==> config.mk <==
export PLATFORM = sky130hd
export DESIGN_NAME = s_spi_slave_sync
export DESIGN_NICKNAME = d
export VERILOG_FILES = /design/src/rtl/s_spi_slave_sync.sv
export SDC_FILE = /design/constraint.sdc
export NUM_CORES = 1
export LEC_CHECK = 0
export BUFFER_PORTS_ARGS = -buffer_cell sky130_fd_sc_hd__buf_2
export CAP_MARGIN = 20
export CORE_ASPECT_RATIO = 1.1
export CORE_MARGIN = 3
export CORE_UTILIZATION = 45
export CTS_CLUSTER_DIAMETER = 100
export DETAILED_ROUTE_END_ITERATION = 8
export GPL_TIMING_DRIVEN = 0
export PLACE_DENSITY = 0.63
export SLEW_MARGIN = 20
export SYNTH_ARGS = -nofsm -noshare
export SYNTH_HDL_FRONTEND = slang
export SYNTH_SLANG_ARGS = --single-unit
==> constraint.sdc <==
create_clock -name clk -period 1.7 [get_ports clk]
set_input_delay 0.34 -clock clk [delete_from_list [all_inputs] [get_ports clk]]
set_output_delay 0.34 -clock clk [all_outputs]
set_load 0.01 [all_outputs]
==> src/rtl/s_spi_slave_sync.sv <==
// SPI slave running in the system clock domain.
// SCLK/MOSI/SS are synchronised; edges are detected from the synchronised SCLK.
module s_spi_slave_sync #(
  parameter int DATA_WIDTH  = 8,
  parameter int CPOL        = 0,
  parameter int CPHA        = 0,
  parameter int MSB_FIRST   = 1,
  parameter int SYNC_STAGES = 2
) (
  input  logic                  clk,
  input  logic                  rst_n,
  input  logic                  SCLK,
  input  logic                  MOSI,
  input  logic                  SS,
  output logic                  MISO,
  output logic                  MISO_OE,
  input  logic [DATA_WIDTH-1:0] tx_data,
  input  logic                  tx_valid,
  output logic                  tx_ready,
  output logic [DATA_WIDTH-1:0] rx_data,
  output logic                  rx_valid,
  input  logic                  rx_ready,
  output logic                  rx_overrun,
  output logic                  tx_underrun,
  output logic                  frame_abort,
  output logic                  busy
);

  localparam int CW = $clog2(DATA_WIDTH);
  localparam logic [CW-1:0] LAST = CW'(DATA_WIDTH - 1);
  localparam logic IDLE_LVL = (CPOL != 0);

  typedef enum logic {
    IDLE,
    ACTIVE
  } state_t;

  state_t state, state_n;

  logic [SYNC_STAGES-1:0] sclk_sy;
  logic [SYNC_STAGES-1:0] mosi_sy;
  logic [SYNC_STAGES-1:0] ss_sy;
  logic                   sclk_d;
  logic                   ss_d;

  logic [DATA_WIDTH-1:0] txsr;
  logic [DATA_WIDTH-1:0] rxsr;
  logic [DATA_WIDTH-1:0] tx_buf;
  logic                  tx_full;
  logic [CW-1:0]         rx_cnt;
  logic [CW-1:0]         tx_cnt;

  logic sclk_s, mosi_s, ss_s;
  logic lead, trail, sample, launch;
  logic ss_fall, act, frame_end;
  logic launch_ev, sample_ev, word_done;
  logic load, shift, tx_wr;
  logic [DATA_WIDTH-1:0] rx_next;
  logic [DATA_WIDTH-1:0] tx_shift;

  always_ff @(posedge clk or negedge rst_n) begin
    if (!rst_n) begin
      sclk_sy <= {SYNC_STAGES{IDLE_LVL}};
      mosi_sy <= '0;
      ss_sy   <= '1;
      sclk_d  <= IDLE_LVL;
      ss_d    <= 1'b1;
    end else begin
      sclk_sy <= {sclk_sy[SYNC_STAGES-2:0], SCLK};
      mosi_sy <= {mosi_sy[SYNC_STAGES-2:0], MOSI};
      ss_sy   <= {ss_sy[SYNC_STAGES-2:0], SS};
      sclk_d  <= sclk_s;
      ss_d    <= ss_s;
    end
  end

  assign sclk_s = sclk_sy[SYNC_STAGES-1];
  assign mosi_s = mosi_sy[SYNC_STAGES-1];
  assign ss_s   = ss_sy[SYNC_STAGES-1];

  assign lead    = (sclk_s != sclk_d) && (sclk_s != IDLE_LVL);
  assign trail   = (sclk_s != sclk_d) && (sclk_s == IDLE_LVL);
  assign sample  = (CPHA != 0) ? trail : lead;
  assign launch  = (CPHA != 0) ? lead : trail;
  assign ss_fall = ss_d && !ss_s;

  // A rising SS masks any edge seen in the same cycle, so abort wins.
  assign act       = (state == ACTIVE) && !ss_s;
  assign frame_end = (state == ACTIVE) && ss_s;
  assign launch_ev = act && launch;
  assign sample_ev = act && sample;
  assign word_done = sample_ev && (rx_cnt == LAST);

  always_ff @(posedge clk or negedge rst_n) begin
    if (!rst_n) state <= IDLE;
    else        state <= state_n;
  end

  always_comb begin
    state_n = state;
    busy    = 1'b0;
    MISO_OE = 1'b0;
    unique case (state)
      IDLE: begin
        if (!ss_s) state_n = ACTIVE;
      end
      ACTIVE: begin
        busy    = 1'b1;
        MISO_OE = 1'b1;
        if (ss_s) state_n = IDLE;
      end
      default: state_n = IDLE;
    endcase
  end

  assign load = (CPHA == 0)
    ? ((ss_fall && state == IDLE) ||
       (launch_ev && tx_cnt == LAST))
    : (launch_ev && tx_cnt == '0);
  assign shift = launch_ev && !load;
  assign tx_wr = tx_valid && !tx_full;

  assign rx_next = (MSB_FIRST != 0)
    ? {rxsr[DATA_WIDTH-2:0], mosi_s}
    : {mosi_s, rxsr[DATA_WIDTH-1:1]};
  assign tx_shift = (MSB_FIRST != 0)
    ? {txsr[DATA_WIDTH-2:0], 1'b0}
    : {1'b0, txsr[DATA_WIDTH-1:1]};

  always_ff @(posedge clk or negedge rst_n) begin
    if (!rst_n) begin
      txsr        <= '0;
      rxsr        <= '0;
      tx_buf      <= '0;
      tx_full     <= 1'b0;
      rx_cnt      <= '0;
      tx_cnt      <= '0;
      rx_data     <= '0;
      rx_valid    <= 1'b0;
      rx_overrun  <= 1'b0;
      tx_underrun <= 1'b0;
      frame_abort <= 1'b0;
    end else begin
      rx_overrun  <= 1'b0;
      tx_underrun <= 1'b0;
      frame_abort <= 1'b0;
      if (tx_wr) tx_buf <= tx_data;
      // A load empties the buffer; a same-cycle write refills it.
      if (load) begin
        txsr        <= tx_full ? tx_buf : '0;
        tx_underrun <= !tx_full;
        tx_full     <= tx_wr;
      end else begin
        if (shift) txsr <= tx_shift;
        if (tx_wr) tx_full <= 1'b1;
      end
      if (frame_end) begin
        rx_cnt      <= '0;
        tx_cnt      <= '0;
        frame_abort <= (rx_cnt != '0);
      end else begin
        if (launch_ev) begin
          tx_cnt <= (tx_cnt == LAST) ? '0 : tx_cnt + CW'(1);
        end
        if (sample_ev) begin
          rxsr   <= rx_next;
          rx_cnt <= (rx_cnt == LAST) ? '0 : rx_cnt + CW'(1);
        end
      end
      if (word_done) begin
        rx_data    <= rx_next;
        rx_valid   <= 1'b1;
        rx_overrun <= rx_valid && !rx_ready;
      end else if (rx_valid && rx_ready) begin
        rx_valid <= 1'b0;
      end
    end
  end

  assign tx_ready = !tx_full;
  assign MISO = (MSB_FIRST != 0) ? txsr[DATA_WIDTH-1] : txsr[0];

endmodule
# Word level (Yosys, flattened, before mapping)
# Index checks and enable logic that the tools add are counted.
# Widths: inputs -> output; s select.
[classes]
mux = 18
addsub = 2
n_reduce_logical = 26
eq_ne = 3
bitwise = 3
[ops]
columns = ["op", "n"]
rows = [
  ["$mux 8", 3],
  ["$mux 3", 6],
  ["$logic_and 1x1->1", 14],
  ["$reduce_bool 2->1", 5],
  ["$mux 1", 9],
  ["$add 3x1->3 const B", 2],
  ["$eq 3x3->1 const B", 2],
  ["$logic_not 1->1", 4],
  ["$not 1->1", 3],
  ["$reduce_bool 3->1", 1],
  ["$reduce_and 2->1", 1],
  ["$logic_or 1x1->1", 1],
  ["$ne 1x1->1", 1],
]
[word_totals]
word_cells = 69
inputBits = 15
output_inout_bits = 16
register_bits = 51

# Depth between registers and ports, before layout
# Gate-level depths: netlist (run 1).
[depth]
depth_word = 9
mapped_depth = 6
mapped_depth_nobuf = 5

# Least setup slack after synthesis (run 1)
# No wires, ideal clock.
[synth_timing]
kind = "register to register"
startpoint = "reg ss_sy[1]"
endpoint = "reg txsr[5]"
t_required_ns = 1.574
synth_period_minus_slack_ns = 1.506
setup_time_ns = 0.126
stages_incl_launch_ff = 6
setup_slack_ns = 0.194
arrival_ns = 1.380
n_path_buf = 2
path_cell_list = "dfstp_2 > buf_6 > and4bb_1 > buf_4 > and3b_1 > a221o_1"
[synth_between]
elab_chain_len = 8
elab_cells_between_ends = 11
cone_classes = "mux: 1; reduce/logical: 10"
[synth_lines]
columns = ["element", "line", "text"]
rows = [
  ["start: declaration", "42", "logic [SYNC_STAGES-1:0] ss_sy;"],
  ["start signal: assignment", "71", "ss_sy <= {ss_sy[SYNC_STAGES-2:0], SS};"],
  ["$logic_not 1->1 (*)", "n/a", ""],
  ["$logic_and 1x1->1", "88", "assign act = (state == ACTIVE) && !ss_s;"],
  ["$logic_and 1x1->1", "90", "assign launch_ev = act && launch;"],
  ["$logic_and 1x1->1", "118", "(launch_ev && tx_cnt == LAST))"],
  ["$logic_or 1x1->1", "117", "? ((ss_fall && state == IDLE) ||"],
  ["$logic_not 1->1", "120", "assign shift = launch_ev && !load;"],
  ["$logic_and 1x1->1", "120", ""],
  ["$reduce_bool 2->1 (no line)", "n/a", ""],
  ["end signal: assignment", "150", "txsr <= tx_full ? tx_buf : '0;"],
  ["end signal: assignment", "154", "if (shift) txsr <= tx_shift;"],
  ["end: declaration", "46", "logic [DATA_WIDTH-1:0] txsr;"],
]
# Mark *: on every way between the ends. The rest lies on a longest branch, timed or not.
# A chain may end at the register's enable or synchronous reset.

# Worst setup path in the final report (run 1)
# Same ends and word-level chain as after synthesis.

==> results of run 1 <==
==> cells in the mapped netlist <==
| cell | instances |
|---|---|
| sky130_fd_sc_hd__inv_1 | 8 |
| sky130_fd_sc_hd__buf_2 | 2 |
| sky130_fd_sc_hd__o2bb2ai_1 | 1 |
| sky130_fd_sc_hd__and3b_1 | 3 |
| sky130_fd_sc_hd__nor3b_4 | 1 |
| sky130_fd_sc_hd__nand4b_1 | 1 |
| sky130_fd_sc_hd__ha_1 | 5 |
| sky130_fd_sc_hd__a31oi_1 | 5 |
| sky130_fd_sc_hd__mux2_1 | 2 |
| sky130_fd_sc_hd__o21ai_0 | 3 |
| sky130_fd_sc_hd__buf_4 | 3 |
| sky130_fd_sc_hd__o22ai_1 | 3 |
| sky130_fd_sc_hd__nor4bb_4 | 1 |
| sky130_fd_sc_hd__and4bb_1 | 1 |
| sky130_fd_sc_hd__nand2b_1 | 3 |
| sky130_fd_sc_hd__mux2_4 | 8 |
| sky130_fd_sc_hd__a22oi_1 | 3 |
| sky130_fd_sc_hd__nand2_1 | 8 |
| sky130_fd_sc_hd__a211oi_1 | 1 |
| sky130_fd_sc_hd__nor3_1 | 5 |
| sky130_fd_sc_hd__a221o_1 | 2 |
| sky130_fd_sc_hd__clkbuf_1 | 1 |
| sky130_fd_sc_hd__o211ai_1 | 5 |
| sky130_fd_sc_hd__mux2_2 | 13 |
| sky130_fd_sc_hd__buf_6 | 3 |
| sky130_fd_sc_hd__dfrtp_1 | 48 |
| sky130_fd_sc_hd__a21oi_1 | 2 |
| sky130_fd_sc_hd__nand2_8 | 1 |
| sky130_fd_sc_hd__nor2_1 | 7 |
| sky130_fd_sc_hd__nor2b_1 | 2 |
| sky130_fd_sc_hd__nand3b_1 | 6 |
| sky130_fd_sc_hd__dfstp_2 | 3 |
| sky130_fd_sc_hd__or2_1 | 1 |
==> registers in the layout, summed over array words and instances, names as in the netlist, 2 cells and up <==
name / count
ss_sy: 2
txsr: 8
tx_cnt: 3
rx_cnt: 3
rx_data: 8
rxsr: 7
mosi_sy: 2
tx_buf: 8
sclk_sy: 2
==> stage by stage <==
step / setup slack (ps) / power [W] / cell area (um2) / std cells
finish: 102 / 0.00256 / 2490 / 253
global route: 27.6 / 0.00272 / 2490 / 253
CTS: 77.0 / 0.00259 / 2490 / 253
detailed placement: 24.1 / 0.00188 / 2400 / 245
global placement: 69.5 / 0.00186 / 2400 / 245
floorplan: 194 / 0.00175 / 2180 / 161
==> final cells by class <==
type	instances	share of cell area, %
tap	54	2.71
sequential	51	51.3
timing repair buffer	30	6.12
buffer	9	2.86
clock inverter	3	0.752
inverter	8	1.20
multi-input combinational	93	32.3
clock buffer	5	2.76
==> worst max-delay path: stages, from the launching register on <==
cell and delay (ps):
sky130_fd_sc_hd__dfstp_2 550, sky130_fd_sc_hd__buf_6 150, sky130_fd_sc_hd__and4bb_1 190, sky130_fd_sc_hd__buf_4 160, sky130_fd_sc_hd__and3b_1 190, sky130_fd_sc_hd__a221o_1 260
==> power groups by stage <==
stage | combinational, W | sequential (W) | clock, W
after floorplan | 0.000250 | 0.00150 | 0
after global placement | 0.000327 | 0.00153 | 0
after detailed placement | 0.000345 | 0.00154 | 0
after CTS | 0.000350 | 0.00151 | 0.000725
after global routing | 0.000393 | 0.00154 | 0.000785
final | 0.000345 | 0.00151 | 0.000702
==> how the worst max path moves through the flow <==
stage | start | endpoint | slack (ps) | depth (start not counted)
6_report | ss_sy[1] | txsr[5] | 100 | 5
3_5_place_dp | tx_cnt[0] | txsr[6] | 20 | 5
4_1_cts | tx_cnt[0] | txsr[2] | 80 | 5
2_1_floorplan | ss_sy[1] | txsr[5] | 190 | 5
3_3_place_gp | tx_cnt[0] | txsr[5] | 70 | 5
5_1_grt | ss_sy[1] | txsr[2] | 30 | 5
==> per-layer routing <==
metal	part of all wire (%)	wire [um]	vias up
met4	1.0	40	0
met2	49	1890	43
li1	-	-	642
met5	0	0	-
met3	5.2	199	4
met1	45	1740	679
==> logic make-up after synthesis <==
family	Yosys count	synth area share, %
flip-flops	51	58.8
multiplexers	23	13.3
AND/OR/NAND/NOR	40	12.6
AO/OA/AOI/OAI	25	7.87
buffers and inverters	17	4.59
adder cells (fa/ha/maj)	5	2.87
==> what timing repair did <==
action,in CTS,in global routing
pin swaps,0,2
hold buffers,0,0
endpoints found under the setup margin,1,8
resized for setup,1,3
==> results.md, run 1 <==
Status:
- The flow ran to the end, and the final reports show no timing, DRC or antenna violations.

Global routing:
- The layer with the highest usage after global routing is met2.
- Entering global routing, the biggest net connects 52 pins.
- The final global-route overflow total is 0.
- Global routing used 4.68% of the available met3 tracks.
- The first global-routing pass estimated 6.97 mm of wire.
- For this run, global-route usage on met2 was measured as 24.5%.
- The initial antenna violation count was 0.
- Global routing used 20.4% of the available met1 tracks.
- The global-route usage over all layers is 15.7%.
- The via count of the first global-routing pass is 1,459.

Cells and area:
- The area added between synthesis and finish is 14.5%.
- The net count of the finished layout is 218.
- In the layout the commonest cells are sky130_fd_sc_hd__dfrtp_1, sky130_fd_sc_hd__buf_2, sky130_fd_sc_hd__mux2_2.
- The area of the multi-input gates is 806 um2.
- The sequential cell area in the final layout is 1280 um2.
- After filler insertion, the fill cell instance count of the layout stands at 387.
- The end-of-flow core utilization is 55.8%.
- The repair_antennas step left the layout with diodes totalling 0.
- The layout cell share with drive strength beyond 1 is 38.2%.
- The commonest non-fill, non-tap cell in the layout is sky130_fd_sc_hd__dfrtp_1.

Setup path:
- STA classifies the critical path endpoint as a flip-flop.
- STA classifies the critical path startpoint as a flip-flop.
- At the worst endpoint, the arrival time is 1790 ps.
- The setup slack of the most critical reg-to-reg path is 100 ps.
- The startpoint identified for the worst register-to-register timing path is ss_sy[1].
- In this run the worst path has a maximum fanout of 10.
- The endpoint identified for the worst register-to-register timing path is txsr[5].
- The cell depth of the worst flop-to-flop path is 5.
- Data on the critical path is required at its endpoint by 1890 ps.
- The critical path start-end classification is reg2reg.

Synth:
- The post-synthesis area per instance is 13.5 um2.
- In this run the cell area of the synthesized design comes to roughly 2200 um2.
- The flip-flop and latch count after synthesis is 51.
- Synthesis produced a netlist with a net count of 181.
- The share of the yosys chip area belonging to registers is about three fifths.
- The biggest area consumer among synthesized cells is sky130_fd_sc_hd__dfrtp_1.
- The Yosys step of the flow raised 0 warnings.
- The proportion of netlist area held by the largest area contributor is 55.1%.
- In the post-synthesis netlist, the biggest area contributors are sky130_fd_sc_hd__dfrtp_1, sky130_fd_sc_hd__mux2_2, sky130_fd_sc_hd__mux2_4.
- The number of different library cells in the post-synthesis netlist is 33.
- The instance count of the mapped netlist is 161.

STA:
- The top achievable clock speed is 626 MHz.
- The final-report hold violation count came to 0.
- The max-slew headroom at the worst pin is 58.5%.
- The final critical-path share of the clock period is 94.0%.
- Subtracting the final worst setup slack from the clock period gives 1600 ps.
- Setup repair after global routing left no endpoint under its margin.
- Hold timing on the final database bottoms out at a slack of ~38 ps.
- The maximum clock skew at final layout is slightly below 5 ps.
- The final count of pins violating max slew was 0.
- The total of endpoints with negative setup slack in the final report is 0.
- The actual transition at the worst max-transition pin is 622 ps.
- The accumulated negative setup slack is 0 ps.

Pwr:
- The sequential group share of total power is roughly 59%.
- The part of the power in combinational logic is 13.5%.
- In this run the power spent charging and discharging nets is 0.000682 W.
- The design internal power is 0.00188 W.
- Across the VDD grid, the largest voltage drop is 0.000510 V.
- The ratio of total power to cell area is 1030 nW/um2.
- The share of total power dissipated in the clock network is 27.4%.
- Of the total power, the share spent switching nets is 26.7%.
- The reported leakage power is around 1.2 nW.

Clock tree:
- For this design, the sink count on the clock tree is 51.
- The insertion delay of the later-clocked pin in the worst-skew pair is roughly 300 ps.
- The maximum buffer depth of the clock tree is 2.
- The deepest level of the CTS H-tree is 2.
- Counting the buffers created by CTS gives 5.
- TritonCTS built the clock tree.
- The tree is rooted in a sky130_fd_sc_hd__clkbuf_8.
- Once the clock tree was built, the setup fixing pass inserted 0 buffers.
- The clock-pin transition on the worst setup and hold timing paths is 100 ps.

Drt:
- After detailed routing, the number of remaining DRC violations is 0.
- The count of nets left with antenna violations once routing finished came out at 0.
- Dividing the detail-routed wire length by the instance count gives between 15 and 20 um.
- The routed layout has 1,368 vias.
- The number of DRC markers after the initial detailed-route iteration is between 100 and 150.
- The length of the first detailed-routing pass in iterations is 4.
- For this block, the routed nets add up to 3.86 mm of wire.
- The detailed-route vias per instance is 5.41.

Placed design:
- Routability-driven placement finished with a final weighted congestion of 0.736.
- Summed over all nets, the half-perimeter wirelength after detailed placement is 2.68 mm.
- The count of buffers added on input and output ports is 30.

Die:
- The floorplan step defined a die boundary enclosing 5710 um2.
- The number of placement rows is 25.
- The number of primary I/O pins is 31.
- Once the floorplan was initialized, standard cells occupied 48.7% of the core.
- The standard cell core area is 4470 um2.
- The die height is 79.0 um.
- The die is slightly above 70 um wide.

Hold path:
- The min-delay analysis places its worst path in the category in2async.

Run:
- The count of max-cap constraint violations is 0.
Power figures use the tool's default switching activity.
==> run 2, diff against run 1 <==
Settings changed: PLACE_DENSITY 0.63 to 0.66.
==> run 2 against run 1 <==
- largest power group unchanged
- combinational power is essentially flat
- clock skew grew 5.1 ps
- critical path depth is the same
- final cell count is the same
- routed wire length grew 1.7%
- non-clock buffer count is the same
- largest cell class unchanged
- clock power grew 17%
- total power grew 5.1%
- flip-flop and latch count is the same
- critical path type unchanged
- first-iteration DRC count shrank 25%
==> results.md, run 2 (same netlist as run 1, synthesis figures left out) <==
Status:
- The run finished with clean final reports.

Placed design:
- The final HPWL from detailed placement is 2.84 mm (+6.0%).
- The total of buffers placed on input and output ports is 30 (unchanged).
- The total cell area at the placement stage is 2400 um2 (unchanged).
- The placer congestion estimate is 0.811 (+10%).
- The cell count after placement came to 245 (unchanged).

Setup path:
- The critical path data arrival time is 1780 ps (about the same).
- The largest fanout of any net on the critical path is 10 (unchanged).
- The critical path endpoint category is a flip-flop.
- The setup slack of the most critical reg-to-reg path came to 100 ps (about the same).
- The worst endpoint required time is 1880 ps (about the same).
- For this design, the slowest cell found on the critical path is sky130_fd_sc_hd__dfstp_2.
- The critical path goes through buf_6, and4bb_1, buf_4, and3b_1, a221o_1.
- The delay contributed by the slowest stage of the critical path is 550 ps (about the same).
- The critical register-to-register path endpoint is txsr[5].
- In this run the critical register-to-register path is launched from ss_sy[1].
- The type of origin of the critical path is a flip-flop.
- The cell depth of the worst flop-to-flop path is 5 (unchanged).
- The critical path start-end classification is reg2reg.

Global routing:
- The final global-route overflow total came to 0 (unchanged).
- The global-route usage over all layers is 15.1% (-0.59 points).
- The largest net degree at the start of global routing is 52 (unchanged).
- The global-route wire length before repair is 6.66 mm (-4.5%).
- The via count of the first global-routing pass came to 1,406 (-3.6%).
- The initial antenna violation count came to 0 (unchanged).

Drt:
- The number of routed nets with antenna violations is 0 (unchanged).
- The detailed-route vias per instance is 5.39 (-0.37%).
- The via total after detailed routing was 1,363 (-0.37%).
- The detail-routed net length per standard cell is 15.5 um (+1.7%).
- The number of DRC markers after the initial detailed-route iteration is 79 (-25%).
- The total wire length after detailed routing is 3.93 mm (+1.7%).
- The length of the first detailed-routing pass in iterations is 4 (unchanged).
- The number of remaining DRC errors is 0 (unchanged).

STA:
- The final period demand of the worst path is 1600 ps (-1.23 ps).
- Setup repair after global routing left no endpoint under its margin.
- The actual transition at the worst max-transition pin is 619 ps (-3.02 ps).
- The maximum clock skew at final layout is 9.98 ps (+5.11 ps).
- The accumulated negative setup slack was 0 ps (unchanged).
- The final critical-path share of the clock period is 93.9% (about the same).
- The top achievable clock speed is 626 MHz (about the same).
- The final-report hold violation count is 0 (unchanged).
- The total of endpoints with negative setup slack in the final report is 0 (unchanged).
- The max-slew headroom at the worst pin was 58.7% (+0.20 points).
- The final count of pins violating max slew was 0 (unchanged).

Clock tree:
- The clock root buffer is sky130_fd_sc_hd__clkbuf_8.
- The clock-pin transition on the worst setup and hold timing paths was 90 ps (about the same).
- The post-CTS setup-driven buffer insertion count came to 0 (unchanged).
- The total CTS buffers is 5 (unchanged).
- The insertion delay of the later-clocked pin in the worst-skew pair came to 300 ps (about the same).
- The number of buffers inserted by hold repair at cts is 0 (unchanged).
- The maximum buffer depth of the clock tree is 2 (unchanged).
- The deepest level of the CTS H-tree came to 2 (unchanged).
- The clock tree from TritonCTS is yes.
- The count of clock tree sinks is 51 (unchanged).

Cells and area:
- The area added between synthesis and finish is 15.5%.
- In the final layout, the registers with the most flip-flops are rx_data: 8 flops, tx_buf: 8 flops, txsr: 8 flops.
- The commonest non-fill, non-tap cell in the layout is sky130_fd_sc_hd__dfrtp_1.
- The final non-filler cell area is 2510 um2 (+0.80%).
- The post-route non-filler standard cell count is 253 (unchanged).
- The net count of the finished layout is 218 (unchanged).
- In the layout the commonest cells are sky130_fd_sc_hd__dfrtp_1, sky130_fd_sc_hd__buf_2, sky130_fd_sc_hd__mux2_2.
- The layout cell share with drive strength beyond 1 is 37.2% (-1.0 points).
- The number of diodes added for antenna fixing is 0 (unchanged).

Pwr:
- The reported leakage power was 1.23 nW (+0.50%).
- The ratio of total power to cell area is 1070 nW/um2 (+4.3%).
- The peak ir drop on the vdd network is 0.000666 V (+30%).

Die:
- The area of the die is 5710 um2 (unchanged).
- The initial core utilization came to 48.7% (unchanged).
- The number of primary I/O pins is 31 (unchanged).
- The die height is 79.0 um (unchanged).
- The width of the die is 72.3 um (unchanged).
- The standard cell core area is 4470 um2 (unchanged).
- The number of placement rows was 25 (unchanged).

Hold path:
- The worst hold path belongs to the class in2async.

Run:
- The count of max-cap constraint violations is 0 (unchanged).
[run 2: metrics by stage]
step	hold slack, ps	power [W]	setup WS (ps)	util [%]
finish	49.2	0.00269	104	56.2
global route	78.5	0.00283	5.28	56.2
CTS	129	0.00271	100	56.1
detailed placement	335	0.00190	13.4	53.6
global placement	333	0.00186	34.0	53.6
floorplan	44.4	0.00175	194	-
[run 2: cell type report]
type / count / area, um2
clock buffers: 6 / 72.6
inverters: 8 / 30.0
fillers: 368 / 1960
plain buffers: 9 / 71.3
flip-flops and latches: 51 / 1280
repair buffers: 30 / 153
multi-input cells: 93 / 803
well taps: 54 / 67.6
clock inverters: 2 / 37.5
[run 2: power by group]
group          switching, W  total [W]  internal (W)
registers          0.000128    0.00152       0.00139
logic              0.000156   0.000348      0.000192
clock network      0.000380   0.000819      0.000439
total              0.000664    0.00269       0.00203
[run 2: how the worst max path moves through the flow]
stage / start / endpoint / slack, ps
2_1_floorplan: ss_sy[1] / txsr[5] / 190
3_3_place_gp: tx_cnt[0] / txsr[5] / 30
3_5_place_dp: tx_cnt[0] / txsr[6] / 10
4_1_cts: ss_sy[1] / txsr[5] / 100
5_1_grt: tx_cnt[0] / txsr[6] / 5
6_report: ss_sy[1] / txsr[5] / 100
[run 2: worst max-delay path, delay by kind of cell (launching register included)]
family | cells | cell delay (ps)
AO/OA/AOI/OAI | 1 | 260
buffers and inverters | 2 | 300
flip-flops | 1 | 550
AND/OR/NAND/NOR | 2 | 370
[run 2: what timing repair did]
item                       in CTS  in global routing
pin swaps                       0                  1
setup endpoints to repair       2                  5
gates resized for setup         1                  2
[run 2: layer usage]
metal	GRT usage [%]	wire [um]	vias up	share of wire (%)
met5	0	0	-	0
met4	4.51	49	0	1.2
met3	4.30	201	4	5.1
met2	25.6	2010	43	51
met1	18.5	1660	674	42
li1	-	-	642	-
